**src/rtl/updown_count_arbiter_pkg.sv**
```systemverilog
// Shared types for the up/down counter arbiter: FSM state encoding and step-direction constants.
// Pure declarations, no logic, no latency.
package updown_pkg;

  typedef enum logic [1:0] {
    IDLE  = 2'd0,
    APPLY = 2'd1,
    ACK   = 2'd2
  } state_t;

  localparam logic DIR_UP   = 1'b1;
  localparam logic DIR_DOWN = 1'b0;

endpackage

```
**src/rtl/updown_count_arbiter_if.sv**
```systemverilog
// Requester-side bundle for the shared counter: step requests in, grant/ack/count status out.
// Requesters hold req until ack; the arbiter side owns every output field.
interface updown_count_arbiter_if #(
  parameter int NREQ  = 4,
  parameter int WIDTH = 4
);

  logic             clr;
  logic [NREQ-1:0]  req;
  logic [NREQ-1:0]  dir;
  logic [NREQ-1:0]  gnt;
  logic [NREQ-1:0]  ack;
  logic [WIDTH-1:0] count;
  logic             busy;
  logic             bound;

  modport master (
    output clr, req, dir,
    input  gnt, ack, count, busy, bound
  );

  modport slave (
    input  clr, req, dir,
    output gnt, ack, count, busy, bound
  );

endinterface

```
**src/rtl/updown_count_arbiter_rr_arbiter.sv**
```systemverilog
// Combinational round-robin pick: first set req at or after ptr, wrapping modulo NREQ.
// Zero latency; the pointer register lives in the caller.
module rr_arbiter #(
  parameter int NREQ = 4,
  parameter int PW   = (NREQ > 1) ? $clog2(NREQ) : 1
) (
  input  logic [NREQ-1:0] req,
  input  logic [PW-1:0]   ptr,
  output logic            any,
  output logic [PW-1:0]   winner
);

  logic [PW-1:0] idx;

  always_comb begin
    any    = 1'b0;
    winner = '0;
    idx    = '0;
    for (int i = 0; i < NREQ; i++) begin
      idx = PW'((int'(ptr) + i) % NREQ);
      if (!any && req[idx]) begin
        any    = 1'b1;
        winner = idx;
      end
    end
  end

endmodule

```
**src/rtl/updown_count_arbiter.sv**
```systemverilog
// Round-robin sole writer of a shared up/down counter: grant 1 cycle after req, count/ack 1 cycle later,
// one step per 3 cycles; requesters hold req until their one-cycle ack pulse.
module updown_count_arbiter
  import updown_pkg::*;
#(
  parameter int NREQ  = 4,
  parameter int WIDTH = 4,
  parameter bit WRAP  = 1'b0
) (
  input  logic                 clk,
  input  logic                 rst,
  updown_count_arbiter_if.slave bus
);

  localparam int PW = (NREQ > 1) ? $clog2(NREQ) : 1;
  localparam logic [WIDTH-1:0] CNT_MAX = '1;

  state_t           state, state_nxt;
  logic [PW-1:0]    ptr;
  logic [PW-1:0]    win_q;
  logic             dir_q;
  logic [NREQ-1:0]  gnt_q;
  logic [NREQ-1:0]  ack_q;
  logic [WIDTH-1:0] count_q;
  logic             busy_q;
  logic             bound_q;

  logic             any;
  logic [PW-1:0]    win;
  logic [WIDTH-1:0] step_val;
  logic             step_bnd;

  rr_arbiter #(.NREQ(NREQ), .PW(PW)) u_rr (
    .req    (bus.req),
    .ptr    (ptr),
    .any    (any),
    .winner (win)
  );

  always_ff @(posedge clk or negedge rst) begin
    if (!rst) state <= IDLE;
    else      state <= state_nxt;
  end

  always_comb begin
    state_nxt = state;
    case (state)
      IDLE:    if (!bus.clr && any) state_nxt = APPLY;
      APPLY:   state_nxt = ACK;
      ACK:     state_nxt = IDLE;
      default: state_nxt = IDLE;
    endcase
  end

  // Saturating mode holds the count at a bound; wrap mode lets the +/-1 roll over naturally.
  always_comb begin
    step_bnd = (dir_q == DIR_UP) ? (count_q == CNT_MAX) : (count_q == '0);
    if (step_bnd && !WRAP) step_val = count_q;
    else if (dir_q == DIR_UP) step_val = count_q + 1'b1;
    else step_val = count_q - 1'b1;
  end

  always_ff @(posedge clk or negedge rst) begin
    if (!rst) begin
      ptr     <= '0;
      win_q   <= '0;
      dir_q   <= DIR_DOWN;
      gnt_q   <= '0;
      ack_q   <= '0;
      count_q <= '0;
      busy_q  <= 1'b0;
      bound_q <= 1'b0;
    end else begin
      ack_q   <= '0;
      bound_q <= 1'b0;
      busy_q  <= (state_nxt != IDLE);
      case (state)
        IDLE: begin
          if (bus.clr) begin
            count_q <= '0;
          end else if (any) begin
            gnt_q <= NREQ'(1) << win;
            win_q <= win;
            dir_q <= bus.dir[win];
          end
        end
        APPLY: begin
          // ack still pulses when clr discards the step, so the requester is never stranded
          gnt_q <= '0;
          ack_q <= gnt_q;
          ptr   <= (win_q == PW'(NREQ - 1)) ? '0 : win_q + 1'b1;
          if (bus.clr) begin
            count_q <= '0;
          end else begin
            count_q <= step_val;
            bound_q <= step_bnd;
          end
        end
        ACK: begin
          if (bus.clr) count_q <= '0;
        end
        default: ;
      endcase
    end
  end

  assign bus.gnt   = gnt_q;
  assign bus.ack   = ack_q;
  assign bus.count = count_q;
  assign bus.busy  = busy_q;
  assign bus.bound = bound_q;

endmodule
```
**src/flat_wrapper.sv**
```systemverilog
// flat-port wrapper written by rule: the top's interface ports become plain ports
module updown_count_arbiter_flat import updown_pkg::*;
#(
  parameter int NREQ  = 4,
  parameter int WIDTH = 4,
  parameter bit WRAP  = 1'b0
)
  (clk, rst, bus_clr, bus_req, bus_dir, bus_gnt, bus_ack, bus_count, bus_busy, bus_bound);
  updown_count_arbiter_if #(.NREQ(NREQ), .WIDTH(WIDTH)) bus_i ();
  input  logic clk;
  input  logic rst;
  input wire logic [$bits(bus_i.clr)-1:0] bus_clr;
  input wire logic [$bits(bus_i.req)-1:0] bus_req;
  input wire logic [$bits(bus_i.dir)-1:0] bus_dir;
  output wire logic [$bits(bus_i.gnt)-1:0] bus_gnt;
  output wire logic [$bits(bus_i.ack)-1:0] bus_ack;
  output wire logic [$bits(bus_i.count)-1:0] bus_count;
  output wire logic [$bits(bus_i.busy)-1:0] bus_busy;
  output wire logic [$bits(bus_i.bound)-1:0] bus_bound;
  assign bus_i.clr = bus_clr;
  assign bus_i.req = bus_req;
  assign bus_i.dir = bus_dir;
  assign bus_gnt = bus_i.gnt;
  assign bus_ack = bus_i.ack;
  assign bus_count = bus_i.count;
  assign bus_busy = bus_i.busy;
  assign bus_bound = bus_i.bound;
  updown_count_arbiter #(.NREQ(NREQ), .WIDTH(WIDTH), .WRAP(WRAP)) u_core (.clk(clk), .rst(rst), .bus(bus_i));
endmodule
```
**config.mk**
```make
export PLATFORM = sky130hd
export DESIGN_NAME = updown_count_arbiter_flat
export DESIGN_NICKNAME = d
export VERILOG_FILES = /design/src/rtl/updown_count_arbiter_pkg.sv /design/src/rtl/updown_count_arbiter_if.sv /design/src/rtl/updown_count_arbiter_rr_arbiter.sv /design/src/rtl/updown_count_arbiter.sv /design/src/flat_wrapper.sv
export SDC_FILE = /design/constraint.sdc
export NUM_CORES = 1
export LEC_CHECK = 0
export CAP_MARGIN = 30
export CORE_MARGIN = 2
export CORE_UTILIZATION = 40
export CTS_CLUSTER_DIAMETER = 80
export DETAILED_ROUTE_END_ITERATION = 10
export GPL_ROUTABILITY_DRIVEN = 0
export GPL_TIMING_DRIVEN = 0
export PLACE_DENSITY = 0.8
export REMOVE_ABC_BUFFERS = 1
export SYNTH_ARGS = -nofsm -noshare
export SYNTH_HDL_FRONTEND = slang
export SYNTH_SLANG_ARGS = --single-unit
```
**constraint.sdc**
```tcl
create_clock -name clk -period 1.8 [get_ports clk]
set_clock_uncertainty 0.2 [all_clocks]
set_input_delay 0.36 -clock clk [delete_from_list [all_inputs] [get_ports clk]]
set_output_delay 0.36 -clock clk [all_outputs]
set_load 0.005 [all_outputs]
```
Yosys cells after proc, flatten, opt, wreduce, memory -nomap -nowiden:

Index checks and enable logic that the tools add are counted.

* register bits: 21
* latch bits: 0
* memory bits (writable): 0
* memory bits (read-only): 0
* input port bits: 11
* output and inout bits: 14
* logic and storage cells: 80
* memories: 0

* add/subtract/negate cells: 6
* $mul: 0
* div/mod/pow operators: 0
* magnitude comparators: 5
* equality and inequality tests: 8
* shifts and indexed selects: 1
* muxes and demuxes: 33
* bitwise logic cells: 1
* reductions and logical operators: 17

Operators with widths (count)
* two-way mux 4 bit: 7
* case mux 4 bit (2 select lines): 2
* < comparator 2 x 3 -> 1 bit, second input constant: 5
* two-way mux 1 bit: 12
* two-way mux 2 bit: 6
* binary-select mux 1 bit (select 2 bit): 5
* AND reduction 3 bit: 3
* nonzero test 2 bit: 3
* adder 2 x 1 -> 2 bit, second input constant: 2
* adder 2 bit, second input constant: 2
* adder 4 x 1 -> 4 bit, second input constant: 1
* == test 2 bit, second input constant: 2
* == test 4 bit, second input constant: 1
* logical AND 1 bit: 4
* zero test 1 bit: 4
* zero test 4 bit: 1
* != test 2 x 1 -> 1 bit, second input constant: 2
* case mux 2 bit (2 select lines): 1
* << shifter 1 x 2 -> 4 bit, first input constant: 1
* subtractor 4 x 1 -> 4 bit, second input constant: 1
* != test 3 bit, second input constant: 1
* == test 2 x 1 -> 1 bit, second input constant: 1
* zero test 2 bit: 1
* != test 2 bit, second input constant: 1
* other kinds (2): 2

Logic depth before layout (Yosys ltp):

Gate-level depths: netlist of the first run.

* depth after elaboration: 16
* depth in mapped cells: 7
* gate-level depth less buffers: 7

Cells and area by module:

A second synthesis of the first run with hierarchy kept.

* cell total of the unflattened synthesis: 106
* area, all modules: 1079.8 um2

Modules (own cells, without submodules)
* updown_count_arbiter: instances 1, cells an instance 91, area each 1002.2 um2
* rr_arbiter: instances 1, cells an instance 15, area each 77.6 um2

Worst setup path after synthesis of the first run:

OpenSTA, ideal clock, no wires.

* path type: register to register
* from: register u_core.dir_q
* to: register u_core.count_q[3], in the netlist u_core.bus.count[3]
* setup time: 69 ps
* arrival: 1534 ps
* required time: 1531 ps
* slack: -3 ps
* stages on the path, launching flop included: 8
* buffers on the path: 0
* cells stage by stage: dfrtp_1 -> inv_1 -> ha_1 -> a21o_1 -> a21oi_1 -> xnor2_1 -> a311o_1 -> nand3_1

* cells in the longest elaborated chain, start to end: 4
* elaborated cells between the ends (all ways): 7
* those cells by class: eq/ne: 1; mux: 5; reduce/logical: 1

RTL lines
* start: declaration: RTL line updown_count_arbiter.sv:21 `logic dir_q;`
* start signal: assignment: RTL line updown_count_arbiter.sv:84 `dir_q <= bus.dir[win];`
* two-way mux 4 bit: RTL line updown_count_arbiter.sv:59 `else if (dir_q == DIR_UP) step_val = count_q + 1'b1;`
* two-way mux 4 bit: RTL line updown_count_arbiter.sv:58 `if (step_bnd && !WRAP) step_val = count_q;`
* two-way mux 4 bit: RTL line updown_count_arbiter.sv:92 `if (bus.clr) begin`
* case mux 4 bit (2 select lines): RTL line updown_count_arbiter.sv:77 `case (state)`
* end signal: assignment: RTL line updown_count_arbiter.sv:95 `count_q <= step_val;`
* end: declaration: RTL line updown_count_arbiter.sv:24 `logic [WIDTH-1:0] count_q;`

Several ways; a longest one is shown, not always the timed one. The select of a mux whose other input is x is not followed.
A chain may end at the register's enable or synchronous reset.

Final worst setup path of the first run:

* from: register u_core.dir_q
* to: register u_core.count_q[2], in the netlist u_core.bus.count[2]

Same word-level chain as after synthesis.

==> flow_summary.toml, run 1 <==
[detailed_routing]
vias = 949
via_per_inst = 5.582
drc = 0
antenna_left = 0
wire_per_inst_um = 15.01
dr.pass1.iters = 4
wirelength_mm = 2.551
drt_iter0_drc = 20

[run_status]
status = "complete, but fails checks"
violations = "negative setup slack"

[grt]
grt_max_degree = 22
grt_usage_pct = 17.52
antenna_found_initial = 0
grt_pass1_vias = 913
grt_pass1_wl_mm = 4.202
grt.overflow.total = 0

[sta]
fin_crit_ns = 1.838
worst_pin_slew_ns = 0.8881
max_slew_margin_pct = 40.61
setup-violations-final = 2
setup_slack_ns = -0.03760
final-hold-violation-count = 0
slew_viol_final = 0
setup-tns-final_ns = -0.05974
max_freq_mhz = 544.2
rsz0062_at_grt = "true"
period_share_pct = 102.1

[layout]
antenna_cells = 0
fin_util_pct = 60.86
nets = 156
area_growth_pct = 43.74
layout.cells.non_filler = 170
layout-drive-gt1-share_pct = 25.71

[synthesis]
synth_fa_ha_area_share_pct = 5.437
synth_cells = 101
synth_common_cells = "21 x dfrtp_1, 11 x nand2_1, 7 x inv_1, 5 x o21ai_0"
synth_seq_cells = 21
async_flop_share_pct = 100.0
synthFlopType = "dfrtp_1"
avgSynthCellArea_sq_um = 10.48
ys_top_cells_by_area = "dfrtp_1 50%, nand2_1 3.9%, ha_1 3.5%"
synth.top_cell.area_share_pct = 49.65
synthMuxAreaShare_pct = 3.310
yosys.area_share.simple_pct = 18.91
synth_edf_count = 0
synth_top_family_by_area = "simple AND/OR/NAND/NOR gates"
synth.yosys.seq_area_share_pct = 49.65
yosysMostFrequentCell = "dfrtp_1"
synth_cell_types = 36
syn_area_sq_um = 1059
synth_compound_area_share_pct = 17.49
yosysTopAreaCell = "dfrtp_1"
synthXorXnorAreaFrac_pct = 1.655
yosys_warnings = 0

[floorplanning]
die_w_um = 55.44
ios = 25
start_util_pct = 42.34
coreArea_sq_um = 2500
die_h_um = 55.44
die-area_sq_um = 3074
rows = 18

[clock_network]
cts_buffers = 3
clockBufferDepth = 2
cts_root_buf = "clkbuf_4"
cts.sinks = 21
cts_tree = "built"
ctsHoldBuffers = 0
clkLatencyLatePin_ns = 0.30
path_clk_slew_ns = 0.11
cts_htree_levels = 1

[setup_path]
cp.arrival_ns = 1.84
critPathKind = "flip-flop to flip-flop"
end_kind = "flip-flop"
startpoint_type = "flip-flop"
path_max_fanout = 4
cp.required_ns = 1.80
r2r_cells = 5

[place]
dpl.hpwl_mm = 1.683
io_buffers = 24
dp.cells = 153

[worst_hold_path]
hold_path_depth = 1
hold_path.class = "flip-flop to flip-flop"

[power]
pwr-share-seq_pct = 38.6
powerDensity_nw_per_um2 = 1206
p_sw_share_pct = 37.37
power_frac_comb_pct = 49.3
vdd_drop_max_v = 0.0006889
intPower_mw = 1.149
finalPower_mw = 1.835
p_clk_share_pct = 12.1
p_switching_mw = 0.6856
power.leakage_nw = 0.7064

[flow_run]
cap_violations = 0
==> cells by family (layout without fill, tap and decap cells) <==
logic type                 count (synthesis)  in the layout
muxes                                      3              3
buffers and inverters                     10             49
adders and majority gates                  4              4
xor gates and xnor gates                   2              2
AOI/OAI and AO/OA                         24             24
DFF                                       21             21
and+or+nand+nor                           37             37
==> through the flow <==
step	hold slack [ns]	cell area [sq um]	setup slack, ns
final	0.3070	1521	-0.03760
after global routing	0.3387	1521	-0.1087
after CTS	0.3064	1448	-0.02033
after detailed placement	0.2798	1329	-0.4250
after global placement	0.2680	1329	-0.3511
after floorplan	-0.1356	1051	-0.003082
==> state kept, by name (all words and copies together) (netlist names) <==
name and count:
u_core.win_q 2, u_core.bus.gnt 4, u_core.bus.count 4, u_core.state 2, u_core.bus.bound 1, u_core.bus.busy 1, u_core.ptr 2, u_core.bus.ack 4
u_core.dir_q 1
==> per-layer routing <==
metal | up-vias | share of wire, % | GRT usage [%]
met5 | - | 0 | 0
met3 | 8 | 4.5 | 3.044
met1 | 470 | 43 | 22.02
li1 | 442 | - | -
met4 | 0 | 3.0 | 9.059
met2 | 29 | 50 | 28.74
==> path summary, 6_finish.rpt <==
path	start	slack [ns]	endpoint
hold / removal	u_core.win_q[1]	0.31	u_core.win_q[1]
max in group asynchronous	rst	0.45	u_core.bus.count[0]
setup reg to reg	u_core.dir_q	-0.04	u_core.bus.count[2]
hold reg to reg	u_core.win_q[1]	0.31	u_core.win_q[1]
min in group asynchronous	rst	0.35	u_core.win_q[0]
setup / recovery	u_core.dir_q	-0.04	u_core.bus.count[2]
==> power groups by stage <==
stage / combinational [mW] / sequential [mW] / clock, mW
after floorplan: 0.393 / 0.696 / 0
final: 0.905 / 0.708 / 0.222
after global routing: 0.983 / 0.722 / 0.250
after detailed placement: 0.634 / 0.722 / 0
after CTS: 0.771 / 0.707 / 0.228
after global placement: 0.605 / 0.713 / 0
==> repair_timing <==
item | CTS | global route
pin swaps | 4 | 7
endpoints found under the setup margin | 13 | 10
setup buffers | 7 | 6
gates resized for setup | 19 | 6
==> layout make-up <==
type	count	area (sq um)
Inverter	8	30.03
Sequential cell	21	529.3
Tap cell	30	37.54
Fill cell	192	978.4
Timing Repair Buffer	37	329.1
Clock buffer	4	26.28
Multi-Input combinational cell	70	569.3
==> cells in the final DEF, fill, tap and decap left out, drive strengths merged, types with 2 or more instances in the layout <==
| master | Yosys | final |
|---|---|---|
| nand2 | 12 | 12 |
| dfrtp | 21 | 21 |
| a21oi | 4 | 4 |
| dlygate4sd2 | 0 | 7 |
| clkdlybuf4s50 | 0 | 17 |
| inv | 8 | 8 |
| o21ai | 6 | 6 |
| nand3 | 3 | 3 |
| and4 | 2 | 2 |
| nand2b | 3 | 3 |
| buf | 0 | 13 |
| and2 | 4 | 4 |
| clkbuf | 2 | 4 |
| a21o | 3 | 3 |
| ha | 3 | 3 |
| a22o | 4 | 4 |
| nor4 | 2 | 2 |
| nor2 | 4 | 4 |
| nor3 | 3 | 3 |
| mux2i | 2 | 2 |
| nand4 | 2 | 2 |
==> worst max-delay path, stage by stage (launching register included) <==
cell     delay, ns
dfrtp_1       0.43
buf_4         0.18
fa_1          0.39
xor2_1        0.18
o21ai_0       0.12
a22o_1        0.24
No activity file was read; power rests on OpenSTA's default activity.
==> run 2, diff against run 1 <==
--- a/config.mk
+++ b/config.mk
@@ -5,6 +5,7 @@
 export SDC_FILE = /design/constraint.sdc
 export NUM_CORES = 1
 export LEC_CHECK = 0
+export ABC_CLOCK_PERIOD_IN_PS = 1800
 export CAP_MARGIN = 30
 export CORE_MARGIN = 2
 export CORE_UTILIZATION = 40
==> results of run 2 <==
Final layout, timing and power as in run 1 (identical DEF).
